`src/rtl/mips_pkg.sv`:
```
// Shared definitions for the MIPS ID-stage issue controller: delay-slot state
// encoding, result-latency constants and the hard-wired zero register.
package mips_pkg;

    typedef enum logic [0:0] {
        DS_IDLE = 1'b0,
        DS_SLOT = 1'b1
    } ds_state_e;

    localparam logic [1:0] LAT_ALU  = 2'd0;
    localparam logic [1:0] LAT_LOAD = 2'd1;
    localparam logic [4:0] ZERO_REG = 5'd0;

    // A source operand is hazardous only if it is read, not $0, and still pending.
    function automatic logic src_hazard(input logic rd, input logic addr_nz, input logic pending);
        return rd & addr_nz & pending;
    endfunction

endpackage

```
`src/rtl/id_issue_ctl_sb_counter.sv`:
```
// One scoreboard entry: a down-counter of cycles until the register's pending
// result can be forwarded to ID, with a load that overrides the decrement.
module sb_counter #(
    parameter int LAT_W = 2
) (
    input  logic             clk,
    input  logic             rst,
    input  logic             clr,
    input  logic             en,
    input  logic             load,
    input  logic [LAT_W-1:0] load_val,
    output logic             busy,
    output logic [LAT_W-1:0] cnt
);

    logic [LAT_W-1:0] cnt_r;

    // Count down while the pipeline advances; a new producer replaces the count.
    always_ff @(posedge clk) begin
        if (rst) begin
            cnt_r <= {LAT_W{1'b0}};
        end else if (clr) begin
            cnt_r <= {LAT_W{1'b0}};
        end else if (en) begin
            if (load) begin
                cnt_r <= load_val;
            end else if (cnt_r != {LAT_W{1'b0}}) begin
                cnt_r <= cnt_r - {{(LAT_W-1){1'b0}}, 1'b1};
            end else begin
                cnt_r <= cnt_r;
            end
        end else begin
            cnt_r <= cnt_r;
        end
    end

    assign cnt  = cnt_r;
    assign busy = (cnt_r != {LAT_W{1'b0}});

endmodule

```
`src/rtl/id_issue_ctl.sv`:
```
// ID-stage issue controller: latency scoreboard for RAW stalls, branch
// delay-slot tracking and a saturating count of hazard-stall cycles.
module id_issue_ctl
    import mips_pkg::*;
#(
    parameter int REG_NUM = 32,
    parameter int ADDR_W  = 5,
    parameter int LAT_W   = 2,
    parameter int CNT_W   = 32
) (
    input  logic               clk,
    input  logic               rst,
    input  logic               hold_i,
    input  logic               flush_i,
    input  logic               id_valid_i,
    input  logic               reg1_read_i,
    input  logic [ADDR_W-1:0]  reg1_addr_i,
    input  logic               reg2_read_i,
    input  logic [ADDR_W-1:0]  reg2_addr_i,
    input  logic               wreg_i,
    input  logic [ADDR_W-1:0]  wd_i,
    input  logic [LAT_W-1:0]   lat_i,
    input  logic               branch_i,
    output logic               stallreq_o,
    output logic               issue_o,
    output logic               is_in_delayslot_o,
    output logic [REG_NUM-1:0] busy_o,
    output logic [CNT_W-1:0]   stall_cycles_o
);

    localparam logic [ADDR_W-1:0] ZERO_ADDR = ADDR_W'(ZERO_REG);

    logic [REG_NUM-1:0] busy_s;
    logic [LAT_W-1:0]   cnt_s [REG_NUM];
    logic               hazard_s;
    logic               stall_s;
    logic               issue_s;
    logic               wr_en_s;
    ds_state_e          state_r;
    logic [CNT_W-1:0]   stall_cnt_r;

    assign hazard_s = src_hazard(reg1_read_i, reg1_addr_i != ZERO_ADDR, busy_s[reg1_addr_i])
                    | src_hazard(reg2_read_i, reg2_addr_i != ZERO_ADDR, busy_s[reg2_addr_i]);
    assign stall_s  = id_valid_i & hazard_s;
    assign issue_s  = id_valid_i & ~stall_s & ~hold_i & ~flush_i;
    assign wr_en_s  = issue_s & wreg_i & (wd_i != ZERO_ADDR);

    // Entry 0 has no load path, so $0 can never be marked busy.
    for (genvar g = 0; g < REG_NUM; g++) begin : g_sb
        sb_counter #(.LAT_W(LAT_W)) u_cnt (
            .clk      (clk),
            .rst      (rst),
            .clr      (flush_i),
            .en       (~hold_i),
            .load     (wr_en_s && (wd_i == ADDR_W'(g))),
            .load_val (lat_i),
            .busy     (busy_s[g]),
            .cnt      (cnt_s[g])
        );
    end

    // Delay-slot tracker: the instruction after any issued branch is a slot.
    always_ff @(posedge clk) begin
        if (rst) begin
            state_r <= DS_IDLE;
        end else if (flush_i) begin
            state_r <= DS_IDLE;
        end else if (!hold_i) begin
            case (state_r)
                DS_IDLE: state_r <= (issue_s && branch_i)  ? DS_SLOT : DS_IDLE;
                DS_SLOT: state_r <= (issue_s && !branch_i) ? DS_IDLE : DS_SLOT;
                default: state_r <= DS_IDLE;
            endcase
        end else begin
            state_r <= state_r;
        end
    end

    // Hazard-stall cycle counter, frozen with the pipeline and pinned at all-ones.
    always_ff @(posedge clk) begin
        if (rst) begin
            stall_cnt_r <= {CNT_W{1'b0}};
        end else if (stall_s && !hold_i && (stall_cnt_r != {CNT_W{1'b1}})) begin
            stall_cnt_r <= stall_cnt_r + {{(CNT_W-1){1'b0}}, 1'b1};
        end else begin
            stall_cnt_r <= stall_cnt_r;
        end
    end

    assign stallreq_o        = stall_s;
    assign issue_o           = issue_s;
    assign busy_o            = busy_s;
    assign is_in_delayslot_o = (state_r == DS_SLOT);
    assign stall_cycles_o    = stall_cnt_r;

endmodule

```
`config.mk`:
```
export PLATFORM = sky130hd
export DESIGN_NAME = id_issue_ctl
export DESIGN_NICKNAME = d
export VERILOG_FILES = /design/src/rtl/mips_pkg.sv /design/src/rtl/id_issue_ctl_sb_counter.sv /design/src/rtl/id_issue_ctl.sv
export SDC_FILE = /design/constraint.sdc
export NUM_CORES = 1
export LEC_CHECK = 0
export BUFFER_PORTS_ARGS = -buffer_cell sky130_fd_sc_hd__buf_2
export CAP_MARGIN = 10
export CORE_AREA = 2 2 128 130
export CTS_CLUSTER_SIZE = 16
export DETAILED_ROUTE_END_ITERATION = 8
export DIE_AREA = 0 0 130 132
export HOLD_SLACK_MARGIN = 0.03
export PLACE_DENSITY = 0.67
export SYNTH_ARGS = -nofsm -noshare
export SYNTH_HDL_FRONTEND = slang
export SYNTH_HIERARCHICAL = 1
export SYNTH_SLANG_ARGS = --single-unit
export TNS_END_PERCENT = 30
```
`constraint.sdc`:
```
create_clock -name clk -period 4.6 [get_ports clk]
set_input_delay 0.23 -clock clk [delete_from_list [all_inputs] [get_ports clk]]
set_output_delay 0.23 -clock clk [all_outputs]
set_load 0.01 [all_outputs]
```
### Word-level counts from Yosys, hierarchy flattened

Index checks and enable logic that the tools add are counted.

| word-level totals | value |
|---|---|
| bits of input ports | 26 |
| register bits after elaboration | 97 |

| operators by class | value |
|---|---|
| bitwise operators | 15 |
| multiplexer cells | 71 |
| add/sub/neg operators | 33 |
| reduce and logical (&&, ||, !) cells | 139 |
| equality and inequality tests | 32 |
| order comparisons | 2 |

Operators with widths:

| operator | number |
|---|---|
| 2-bit two-way mux | 64 |
| 2-bit nonzero test | 64 |
| 5-bit equality test (second input constant) | 16 |
| 2-bit AND reduction | 32 |
| 2-bit by 1-bit subtractor with 2-bit output (second input constant) | 32 |
| 5-bit by 4-bit equality test with 1-bit output (second input constant) | 8 |
| 1-bit logical AND | 36 |
| 32-bit by 1-bit adder with 32-bit output (second input constant) | 1 |
| 32-bit inequality test (second input constant) | 1 |
| 5-bit by 3-bit equality test with 1-bit output (second input constant) | 4 |
| 5-bit nonzero test | 3 |
| 5-bit by 6-bit less-than comparator with 1-bit output (second input constant) | 2 |
| 1-bit bitwise AND | 10 |
| 1-bit binary-select mux with 5-bit select | 2 |
| 5-bit by 2-bit equality test with 1-bit output (second input constant) | 2 |
| 5-bit by 1-bit equality test with 1-bit output (second input constant) | 1 |
| 5-bit zero test | 1 |
| 1-bit two-way mux | 4 |
| 1-bit inverter | 4 |
| 1-bit zero test | 2 |
| 1-bit one-hot mux with 2 select lines | 1 |
| 2-bit OR reduction | 1 |
| 1-bit bitwise OR | 1 |

### Depth between registers and ports, before layout

Gate-level depths: netlist of the first run.

| depth | value |
|---|---|
| depth after elaboration | 15 |
| gate-level depth with buffers | 14 |

### Hierarchy

The synthesis of the first run kept the hierarchy.

By module, submodules not included:

| module | instances | cells an instance | area an instance (sq um) | seq. area each (sq um) |
|---|---|---|---|---|
| sb_counter | 32 | 17 | 138.9 | 40.0 |
| id_issue_ctl | 1 | 307 | 2668.8 | 660.6 |

### Worst setup path before layout of the first run

No wires, ideal clock.

| path | value |
|---|---|
| path type | input to register |
| from | input hold_i |
| to | register g_sb[12].u_cnt.cnt_r[1] |
| setup time | 0.111 ns |
| stages on the path | 9 |
| slack | -0.244 ns |
| buffers on the path | 1 |
| arrival | 4.732 ns |
| path through | inv_1 > nand2_1 > nor3b_1 > nand3_4 > buf_6 > nor3_1 > nand2b_1 > a21oi_1 > a2111oi_2 |

| on the way | value |
|---|---|
| longest elaborated chain between the ends | 8 |

RTL lines:

| element | RTL line | text |
|---|---|---|
| start, declared | id_issue_ctl.sv:13 | `input logic hold_i,` |
| 1-bit inverter (no source line) (*) | n/a |  |
| 1-bit bitwise AND (2 in a row) | id_issue_ctl.sv:45 | `assign issue_s = id_valid_i & ~stall_s & ~hold_i & ~flush_i;` |
| 1-bit bitwise AND (2 in a row) | id_issue_ctl.sv:46 | `assign wr_en_s = issue_s & wreg_i & (wd_i != ZERO_ADDR);` |
| 1-bit logical AND | id_issue_ctl.sv:55 | `.load (wr_en_s && (wd_i == ADDR_W'(g))),` |
| 2-bit nonzero test (no source line) | n/a |  |
| 2-bit AND reduction (no source line) | n/a |  |
| end signal, assigned | id_issue_ctl_sb_counter.sv:28 | `cnt_r <= cnt_r - {{(LAT_W-1){1'b0}}, 1'b1};` |
| end signal, assigned | id_issue_ctl_sb_counter.sv:30 | `cnt_r <= cnt_r;` |
| end signal, assigned | id_issue_ctl_sb_counter.sv:33 | `cnt_r <= cnt_r;` |
| end, declared | id_issue_ctl_sb_counter.sv:16 | `logic [LAT_W-1:0] cnt_r;` |

Every way passes the cells marked *; elsewhere a longest branch is shown, timed or not.
A chain may end at the register's enable or synchronous reset.

### Final worst setup path of the first run

| path | value |
|---|---|
| from | register g_sb[31].u_cnt.cnt_r[0] |
| to | register g_sb[24].u_cnt.cnt_r[1] |

| on the way | value |
|---|---|
| longest elaborated chain between the ends | 15 |

RTL lines:

| element | RTL line | text |
|---|---|---|
| start, declared | id_issue_ctl_sb_counter.sv:16 |  |
| start signal, assigned | id_issue_ctl_sb_counter.sv:21 | `cnt_r <= {LAT_W{1'b0}};` |
| start signal, assigned | id_issue_ctl_sb_counter.sv:23 | `cnt_r <= {LAT_W{1'b0}};` |
| start signal, assigned | id_issue_ctl_sb_counter.sv:26 | `cnt_r <= load_val;` |
| 2-bit nonzero test (*) | id_issue_ctl_sb_counter.sv:38 | `assign busy = (cnt_r != {LAT_W{1'b0}});` |
| 1-bit binary-select mux with 5-bit select (on tied branches) | id_issue_ctl.sv:42, id_issue_ctl.sv:43 |  |
| 1-bit two-way mux (on tied branches) | id_issue_ctl.sv:42, id_issue_ctl.sv:43 |  |
| 1-bit bitwise AND | mips_pkg.sv:16 | `return rd & addr_nz & pending;` |
| 1-bit bitwise OR (*) | id_issue_ctl.sv:43 | `\| src_hazard(reg2_read_i, reg2_addr_i != ZERO_ADDR, busy_s[reg2_addr_i]);` |
| 1-bit bitwise AND (*) | id_issue_ctl.sv:44 | `assign stall_s = id_valid_i & hazard_s;` |
| 1-bit inverter (*) | id_issue_ctl.sv:45 |  |
| 1-bit bitwise AND (*) (3 in a row) | id_issue_ctl.sv:45 |  |
| 1-bit bitwise AND (*) (2 in a row) | id_issue_ctl.sv:46 |  |
| 1-bit logical AND (*) | id_issue_ctl.sv:55 |  |
| 2-bit nonzero test (no source line) | n/a |  |
| 2-bit AND reduction (no source line) | n/a |  |
| end signal, assigned | id_issue_ctl_sb_counter.sv:28 |  |
| end signal, assigned | id_issue_ctl_sb_counter.sv:30 |  |
| end signal, assigned | id_issue_ctl_sb_counter.sv:33 |  |
| end, declared | id_issue_ctl_sb_counter.sv:16 |  |

Every way passes the cells marked *; elsewhere a longest branch is shown, timed or not. The select of a mux whose other input is x is not followed.

==> impl_metrics.json, run 1 <==
{
  "ys_top_cells_by_count": "135 x inv_1, 97 x dfxtp_1, 88 x a21oi_1",
  "ys_seq_area_share_pct": 27.3,
  "syn_avg_cell_area_um2": 8.36,
  "cts_root_buf": "clkbuf_16",
  "dr.pass1.iters": 5,
  "core_um2": 15700,
  "die_h_um": 132,
  "initial_utilization_pct": 45.3,
  "synth-edff-count": 0,
  "worst_pin_slew_ps": 886,
  "wl_um": 18700,
  "hold_viol": 0,
  "period_needed_ps": 3600,
  "yosysMostFrequentCell": "inv_1",
  "synth_cell_types": 56,
  "num-fill-cells": 1483,
  "ir_drop_mv": 0.166,
  "syn-cell-area_um2": 7110,
  "crit_fanout": 16,
  "clockBufferDepth": 2,
  "die_w_um": 130,
  "yosys-top-cells-area": "dfxtp_1 27%, inv_1 7.1%, a2111oi_2 6.8%",
  "grt_first_pass_wirelength_um": 30100,
  "whs_ps": 126,
  "post-dp-hpwl_um": 12900,
  "layout.cells.non_filler": 1160,
  "grtUsageTotal_pct": 21.9,
  "area_delta_synth_final_pct": 13.5,
  "timing.setup.tns_ps": 0,
  "grt_pass1_vias": 6024,
  "antenna_left": 0,
  "seqCellArea_um2": 1940,
  "via_per_inst": 5.62,
  "syn_inst": 851,
  "wire_per_inst_um": 16.1,
  "post_cts.resized_instances": 0,
  "grt_overflow": 0,
  "io_pins": 93,
  "reg2regPathDepth": 12,
  "drt_iter0_drc": 432,
  "grt_max_degree": 87,
  "drive_gt1_share_pct": 26.6,
  "cts_max_level": 3,
  "slowest_stage": "mux4_2",
  "powerDensity_nw_per_um2": 228,
  "cts_setup_buffers": 0,
  "slew_viol_final": 0,
  "synth_top_area_share_pct": 27.3,
  "cts_buffers": 9,
  "hold_path.class": "primary input to register",
  "utilization_pct": 51.4,
  "path_class": "register to register",
  "drcViolationCount": 0,
  "path_cells": "inv_1 > ha_1 > inv_1 > mux4_2 > mux4_2 > o2bb2ai_4 > and2_4 > nand3_4 > nor3_1 > nor2_1 > a22o_1 > a2111oi_2",
  "regToRegStartpoint": "g_sb[31].u_cnt/cnt[0]$_SDFFE_PP0P_",
  "fin_worst_skew_ps": 13.6,
  "routabilityCongestion": 0.869,
  "final_nets": 997,
  "finalSetupViolCount": 0,
  "cp-start-kind": "register",
  "cts.clk_slew.worst_paths_ps": 80,
  "status": "complete, no violations",
  "worstPathArrival_ps": 3860,
  "r2r-end": "g_sb[24].u_cnt/cnt[1]$_SDFFE_PP0P_",
  "endpoint": "g_sb[24].u_cnt/cnt[1]$_SDFFE_PP0P_",
  "finalWorstSetupSlack_ps": 1000,
  "period_share_pct": 78.2,
  "die-area_um2": 17200,
  "clock-sinks": 97,
  "cts-hold-fix-buffers": 0,
  "dpl.cell_count": 1143,
  "critPathLaunch": "g_sb[31].u_cnt/cnt[0]$_SDFFE_PP0P_",
  "pre_cts_slack_ps": 1060,
  "antenna_found_initial": 1,
  "num_rows": 46,
  "fmax_mhz": 278,
  "place.port_buffers": 92,
  "synthFlopType": "dfxtp_1",
  "clk_latency_ps": 370,
  "synth_top_area_cell": "dfxtp_1",
  "reg2reg_slack_ps": 1000,
  "slew_headroom_pct": 41.0,
  "cp_data_required_time_ps": 4860,
  "rsz0062_at_grt": "false",
  "yosysWarnings": 6,
  "num_vias": 6524,
  "cp-end-kind": "register",
  "ys_ff_latch": 97,
  "max_stage_delay_ps": 510,
  "cap_violations": 0,
  "leakage_nw": 3.59,
  "multi_input_area_um2": 4540,
  "cts_tree": "built",
  "postSynth.asyncResetShare_pct": 0
}
[metrics by stage]
stage / instance area (um2) / power (mW)
floorplan: 7130 / 0.953
global placement: 7760 / 1.03
detailed placement: 7760 / 1.03
CTS: 8070 / 1.86
global route: 8070 / 1.91
finish: 8080 / 1.84
[routing by layer]
layer	track usage [%]	share of wire, %
met1	29.3	46
met2	34.6	46
met3	4.38	5.7
met5	0	0
met4	8.60	2.4
[layout by cell type, fill, tap and decap left out, types with 9 or more instances in the layout]
cell	instances
a2111oi_2	32
a21oi_1	88
a22o_1	32
and3_2	64
buf_2	90
clkbuf_16	9
dfxtp_1	97
ha_1	33
inv_1	134
mux4_2	14
nand2_1	19
nand2b_1	38
nand3_1	12
nand4_1	11
nor2_1	83
nor3_1	24
nor3_2	10
o21ai_0	12
o31a_1	32
or3_1	13
[sequential cells by signal (all words and copies together) (netlist names), named ones only]
| register | cells |
|---|---|
| g_sb.u_cnt/cnt | 64 |
| stall_cycles_o | 32 |
[kinds of logic (layout without fill, tap and decap cells)]
kind of cell | after synthesis | after routing | share of synthesized area, %
and+or+nand+nor | 312 | 312 | 26.0
AOI/OAI and AO/OA | 220 | 220 | 24.7
buffers and inverters | 158 | 247 | 9.04
DFF | 97 | 97 | 27.3
adders and majority gates | 33 | 33 | 5.80
muxes | 27 | 27 | 6.74
xor gates and xnor gates | 3 | 3 | 0.369
other | 1 | 5 | 0.0527
[critical path, delay by kind of cell (launching register included)]
| kind | cells | cell delay (ps) |
|---|---|---|
| AOI/OAI and AO/OA | 3 | 800 |
| muxes | 2 | 980 |
| adders and majority gates | 1 | 200 |
| DFF | 1 | 310 |
| buffers and inverters | 2 | 180 |
| and+or+nand+nor | 4 | 1020 |
[area by class of cell]
class                   count  area share [%]
repair buffers             96            6.14
well taps                 216            3.35
clock inverters             7            1.12
diodes                      1          0.0310
flip-flops and latches     97            24.0
inverters                 135            6.32
multi-input cells         599            56.2
clock buffers               9            2.79
[power breakdown]
group | internal [mW] | total (mW) | switching, mW
combinational | 0.0431 | 0.170 | 0.127
sequential | 0.840 | 0.841 | 0.00113
clock | 0.440 | 0.828 | 0.388
total | 1.32 | 1.84 | 0.516
[worst min path at each step]
stage,slack (ps),end,from,cells past startpoint
final,130,register,branch_i,3
after global routing,150,register,branch_i,3
after CTS,120,register,branch_i,3
after detailed placement,480,register,register,2
after global placement,450,register,register,2
after floorplan,300,g_sb[0].u_cnt/cnt[1]$_SDFFE_PP0P_,rst,1
No activity file was read; power rests on OpenSTA's default activity.
==> run 2, diff against run 1 <==
Settings changed: PLACE_DENSITY 0.67 to not set.
Clock period 4.6 ns to 3.5 ns, I/O delays scaled along.
==> run 2 against run 1 <==
Net effect:
- maximum frequency rose by 9.0%
- sequential share of layout area shrank 0.95 points
- clock power increased by 23%
- die area stayed put
- first-iteration DRC count shrank 4.4%
- via count barely moved
- critical path depth grew 2
- sequential power rose by 32%
- routed wire length rose by 1.7%
- setup slack worse by 800 ps
- clock-buffer cell count rose by 3
- final cell count rose by 0.78%
- critical endpoint is now g_sb[29].u_cnt/cnt[1]$_SDFFE_PP0P_
==> impl_metrics.json, run 2 (synthesized netlist as in run 1, its figures left out) <==
{
  "cp-end-kind": "register",
  "io_pins": 93,
  "seqCellArea_um2": 1940,
  "num_rows": 46,
  "clk_latency_ps": 350,
  "wire_per_inst_um": 16.3,
  "grt_first_pass_wirelength_um": 30400,
  "utilization_pct": 53.5,
  "initial_utilization_pct": 45.3,
  "hold_path.class": "primary input to register",
  "cts_buffers": 9,
  "p_total_mw": 2.37,
  "cp_data_required_time_ps": 3750,
  "slew_headroom_pct": 31.2,
  "max_stage_delay_ps": 500,
  "period_needed_ps": 3300,
  "fmax_mhz": 303,
  "place.port_buffers": 92,
  "multi_input_area_um2": 4780,
  "slowest_stage": "mux4_1",
  "regToRegStartpoint": "g_sb[15].u_cnt/cnt[0]$_SDFFE_PP0P_",
  "fin_worst_skew_ps": 5.70,
  "num_vias": 6528,
  "status": "complete, no violations",
  "path_cells": "inv_1 > ha_1 > inv_1 > mux4_1 > and3_1 > o21ai_0 > o2bb2ai_4 > and2_4 > nand3_4 > buf_12 > nor3_2 > nor2_1 > a22o_1 > a2111oi_2",
  "die-area_um2": 17200,
  "slew_viol_final": 0,
  "cp-start-kind": "register",
  "critPathLaunch": "g_sb[15].u_cnt/cnt[0]$_SDFFE_PP0P_",
  "wl_um": 19000,
  "grt_pass1_vias": 6009,
  "area_delta_synth_final_pct": 18.2,
  "post-dp-hpwl_um": 13000,
  "ir_drop_mv": 0.255,
  "dr.pass1.iters": 5,
  "antenna_found_initial": 0,
  "leakage_nw": 3.82,
  "grt_overflow": 0,
  "finalSetupViolCount": 0,
  "post_dp_cell_area_um2": 7820,
  "drive_gt1_share_pct": 29.5,
  "drt_iter0_drc": 413,
  "final_nets": 1007,
  "via_per_inst": 5.58,
  "die_h_um": 132,
  "worstPathArrival_ps": 3550,
  "path_class": "register to register",
  "cts_max_level": 3,
  "cts.clk_slew.worst_paths_ps": 70,
  "hold_viol": 0,
  "cap_violations": 0,
  "num-fill-cells": 1479,
  "dpl.cell_count": 1150,
  "largest_reg_flops": 64,
  "grt_max_degree": 91,
  "cts-hold-fix-buffers": 0,
  "clock-sinks": 97,
  "drcViolationCount": 0,
  "fin_area_um2": 8410,
  "min-delay-start": "branch_i",
  "period_share_pct": 94.3,
  "final_common_cell": "inv_1",
  "antenna_left": 0,
  "die_w_um": 130,
  "core_um2": 15700,
  "layout_common_cells": "134 x inv_1, 97 x dfxtp_1, 90 x buf_2",
  "layout.cells.non_filler": 1169,
  "grtUsageTotal_pct": 22.1,
  "clockBufferDepth": 2,
  "powerDensity_nw_per_um2": 282,
  "cts_root_buf": "clkbuf_16",
  "crit_fanout": 16,
  "crit_top_cell": "inv_1",
  "cts_tree": "built",
  "worst_pin_slew_ps": 1030,
  "routabilityCongestion": 0.845,
  "n_antenna_cell": 0,
  "timing.setup.tns_ps": 0
}
[run 2: cell count changes in the layout (fill, tap and decap cells not counted), moves of 3 or more]
cell / before / now
buf_12: 0 / 3
nor3_1: 24 / 3
inv_6: 3 / 0
clkinvlp_4: 1 / 4
nor3_4: 0 / 19
buf_4: 6 / 13
inv_8: 3 / 0
[run 2: report_power, final]
part	leakage, nW	switching (mW)	internal [mW]	total [mW]
Clock	0.135	0.441	0.575	1.02
Sequential	0.781	0.00156	1.10	1.11
Combinational	2.91	0.183	0.0641	0.247
[run 2: layer usage]
metal / up-vias / part of all wire, % / GRT usage [%]
met2: 139 / 46 / 35.0
met1: 3075 / 47 / 30.6
met4: 0 / 1.9 / 6.69
met5: - / 0 / 0
li1: 3288 / - / -
met3: 26 / 4.7 / 3.98
[run 2: path summary, 6_finish.rpt]
path                                         to  slack [ps]  cells past startpoint
max          g_sb[29].u_cnt/cnt[1]$_SDFFE_PP0P_         200                     14
min                                    register          80                      3
max reg2reg  g_sb[29].u_cnt/cnt[1]$_SDFFE_PP0P_         200                     14
min reg2reg                            register         460                      2
[run 2: worst max-delay path: cells and delay by family, from the launching register on]
family	cells	cell delay [ps]
AOI/OAI and AO/OA	4	1010
adders and majority gates	1	200
buffers and inverters	3	360
DFF	1	300
muxes	1	500
and+or+nand+nor	5	830
[run 2: cell type report]
class | count | area share [%]
Inverter | 135 | 6.07
Tap cell | 216 | 3.21
Clock inverter | 4 | 0.625
Clock buffer | 12 | 2.93
Timing Repair Buffer | 106 | 7.23
Sequential cell | 97 | 23.1
Multi-Input combinational cell | 599 | 56.8
[run 2: stage by stage]
| step | hold WS [ps] | setup slack [ps] |
|---|---|---|
| 2_1_floorplan | 244 | 75.5 |
| 3_3_place_gp | 435 | 99.0 |
| 3_5_place_dp | 443 | 76.7 |
| 4_1_cts | 63.9 | 30.1 |
| 5_1_grt | 69.6 | -3.93 |
| 6_report | 76.1 | 198 |
[run 2: repair_timing]
action,CTS,global route
setup endpoints to repair,0,62
setup buffers,0,3
gates resized for setup,0,43
==> run 3, diff against run 2 <==
Settings changed: CORE_AREA 2 2 128 130 to 2 2 125 127, DIE_AREA 0 0 130 132 to 0 0 127 129, PLACE_DENSITY set to 0.65, RECOVER_POWER set to 100, SYNTH_HIERARCHICAL 1 to not set.
==> run 3 against run 2 <==
Net effect:
- final cell count shrank 7.6%
- setup slack lost 30 ps
- highest routed layer unchanged
- clock skew grew 4.1 ps
- combinational power shrank 21%
- register-to-register slack gained 40 ps
- critical path type is now register to primary output
- power shrank 3.2%
- critical path depth shrank 4
==> impl_metrics.json, run 3 <==
{
  "synthMuxAreaShare_pct": 9.36,
  "wl_um": 18800,
  "synth_cell_types": 61,
  "cts_root_buf": "clkbuf_16",
  "core_um2": 15000,
  "yosysMostFrequentCell": "inv_1",
  "grt_pass1_vias": 5616,
  "cp_data_required_time_ps": 3320,
  "post-dp-hpwl_um": 13100,
  "place.port_buffers": 92,
  "grt_max_degree": 59,
  "routabilityCongestion": 0.902,
  "synthFlopType": "dfxtp_1",
  "synth_xor_area_share_pct": 3.10,
  "yosysWarnings": 0,
  "ys_seq_area_share_pct": 28.7,
  "reg2reg_slack_ps": 240,
  "post_dp_cell_area_um2": 7130,
  "cts_tree": "built",
  "multi_input_area_um2": 3870,
  "power_frac_comb_pct": 8.5,
  "num_rows": 45,
  "synth_top_area_cell": "dfxtp_1",
  "crit_fanout": 14,
  "antenna_found_initial": 0,
  "largest_reg_flops": 64,
  "pwr-share-seq_pct": 48.2,
  "final_nets": 946,
  "power_frac_clock_pct": 43.4,
  "syn_avg_cell_area_um2": 8.03,
  "layout_common_cells": "101 x inv_1, 97 x dfxtp_1, 73 x nor2_1",
  "worstPathArrival_ps": 3160,
  "slew_headroom_pct": 52.2,
  "die-area_um2": 16400,
  "hold_path.class": "primary input to register",
  "cap_violations": 0,
  "cts_buffers": 9,
  "path_class": "register to primary output",
  "syn-cell-area_um2": 6780,
  "area_delta_synth_final_pct": 6.24,
  "grtUsageTotal_pct": 22.5,
  "ys_top_cells_by_count": "101 x inv_1, 97 x dfxtp_1, 73 x nor2_1",
  "drcViolationCount": 0,
  "grt_overflow": 0,
  "rsz0062_at_grt": "false",
  "clk_latency_ps": 360,
  "postSynth.asyncResetShare_pct": 0,
  "initial_utilization_pct": 45.2,
  "worst_pin_slew_ps": 714,
  "fin_area_um2": 7200,
  "synth_fp_nets": 903,
  "grt_first_pass_wirelength_um": 29300,
  "cp-start-kind": "register",
  "powerDensity_nw_per_um2": 319,
  "intPower_mw": 1.67,
  "finalSetupViolCount": 0,
  "dr.pass1.iters": 5,
  "clock-sinks": 97,
  "layout.cells.non_filler": 1080,
  "syn_inst": 844,
  "cts.clk_slew.worst_paths_ps": 70,
  "die_h_um": 129,
  "cts_max_level": 3,
  "synth_compound_area_share_pct": 16.8,
  "yosys.area_share.adder_pct": 6.09,
  "fmax_mhz": 300,
  "ys_ff_latch": 97,
  "power.switching_mw": 0.628,
  "yosys-top-cells-area": "dfxtp_1 29%, ha_1 6.1%, inv_1 5.6%",
  "period_needed_ps": 3330,
  "final_common_cell": "inv_1",
  "leakage_nw": 2.59,
  "status": "complete, no violations",
  "drt_iter0_drc": 386,
  "p_sw_share_pct": 27.4,
  "wire_per_inst_um": 17.4,
  "drive_gt1_share_pct": 8.63,
  "die_w_um": 127,
  "synth_top_family_by_area": "simple AND/OR/NAND/NOR gates",
  "n_antenna_cell": 0,
  "via_per_inst": 5.66,
  "whs_ps": 77.3,
  "fin_worst_skew_ps": 9.79,
  "seqCellArea_um2": 1940,
  "dpl.cell_count": 1063,
  "antenna_left": 0,
  "cp-end-kind": "primary output",
  "cts_setup_buffers": 0,
  "ir_drop_mv": 0.230,
  "io_pins": 93,
  "clockBufferDepth": 2,
  "slew_viol_final": 0,
  "synth-simple-area-share_pct": 23.7,
  "synth_top_area_share_pct": 28.7,
  "timing.setup.tns_ps": 0,
  "p_total_mw": 2.29,
  "num-fill-cells": 1547,
  "hold_viol": 0,
  "period_share_pct": 95.2,
  "num_vias": 6114,
  "synth-edff-count": 0
}
[run 3: cell types whose count changed after synthesis, sizes merged, moves of 32 or more]
cell	before	now
nand2b	38	1
nand2	19	70
a21oi	88	41
and3	67	7
o31a	32	0
inv	135	101
a2111oi	34	0
[run 3: layout make-up]
| type | instances | area share [%] |
|---|---|---|
| Clock inverter | 6 | 0.695 |
| Tap cell | 188 | 3.27 |
| Timing Repair Buffer | 107 | 6.71 |
| Clock buffer | 10 | 3.32 |
| Multi-Input combinational cell | 571 | 53.8 |
| Sequential cell | 97 | 27.0 |
| Inverter | 101 | 5.27 |
[run 3: routing by layer]
metal | GRT usage [%] | vias to the layer above | wire length [um]
li1 | - | 3039 | -
met1 | 29.4 | 2873 | 8420
met2 | 37.6 | 181 | 8790
met3 | 4.28 | 21 | 1150
met4 | 7.69 | 0 | 387
met5 | 0 | - | 0
[run 3: worst paths after layout]
path                                                         start                            endpoint  depth (start not counted)
worst max register to register  g_sb[14].u_cnt.cnt[0]$_SDFFE_PP0P_   g_sb[9].u_cnt.cnt[0]$_SDFFE_PP0P_                         11
worst min register to register  g_sb[21].u_cnt.cnt[1]$_SDFFE_PP0P_  g_sb[21].u_cnt.cnt[1]$_SDFFE_PP0P_                          2
worst max-delay path            g_sb[14].u_cnt.cnt[0]$_SDFFE_PP0P_                             issue_o                         10
worst min-delay path                                      branch_i                            register                          3
[run 3: repair_timing]
action | CTS | global route
resized for setup | 0 | 1
setup endpoints to repair | 0 | 6
hold endpoints to repair | 0 | 0
hold buffers | 0 | 0
[run 3: logic make-up (layout without fill, tap and decap cells)]
group / after synthesis / after routing
multiplexers: 49 / 49
AND/OR/NAND/NOR: 298 / 298
AO/OA/AOI/OAI: 166 / 167
buffers and inverters: 177 / 224
XOR/XNOR: 24 / 24
adder cells (fa/ha/maj): 33 / 33
flip-flops: 97 / 97
[run 3: power by group through the flow]
stage / sequential, mW / combinational (mW) / clock (mW)
5_1_grt: 1.10 / 0.208 / 1.06
3_3_place_gp: 1.13 / 0.198 / 0
2_1_floorplan: 1.13 / 0.138 / 0
3_5_place_dp: 1.13 / 0.199 / 0
4_1_cts: 1.10 / 0.199 / 1.02
6_report: 1.10 / 0.195 / 0.995
[run 3: metrics by stage]
stage	setup WS [ps]	util, %
after detailed placement	221	47.6
final	168	48.1
after global routing	6.44	48.1
after CTS	64.9	49.5
after floorplan	761	-
after global placement	245	47.6
[run 3: critical path: stages (launching register included)]
cell and delay (ps):
dfxtp_1 370, inv_1 60, ha_1 300, mux4_2 510, nand3_1 100, a41oi_1 100, or4_4 600, o21ai_4 230
buf_4 260, nor3_1 100, buf_2 160
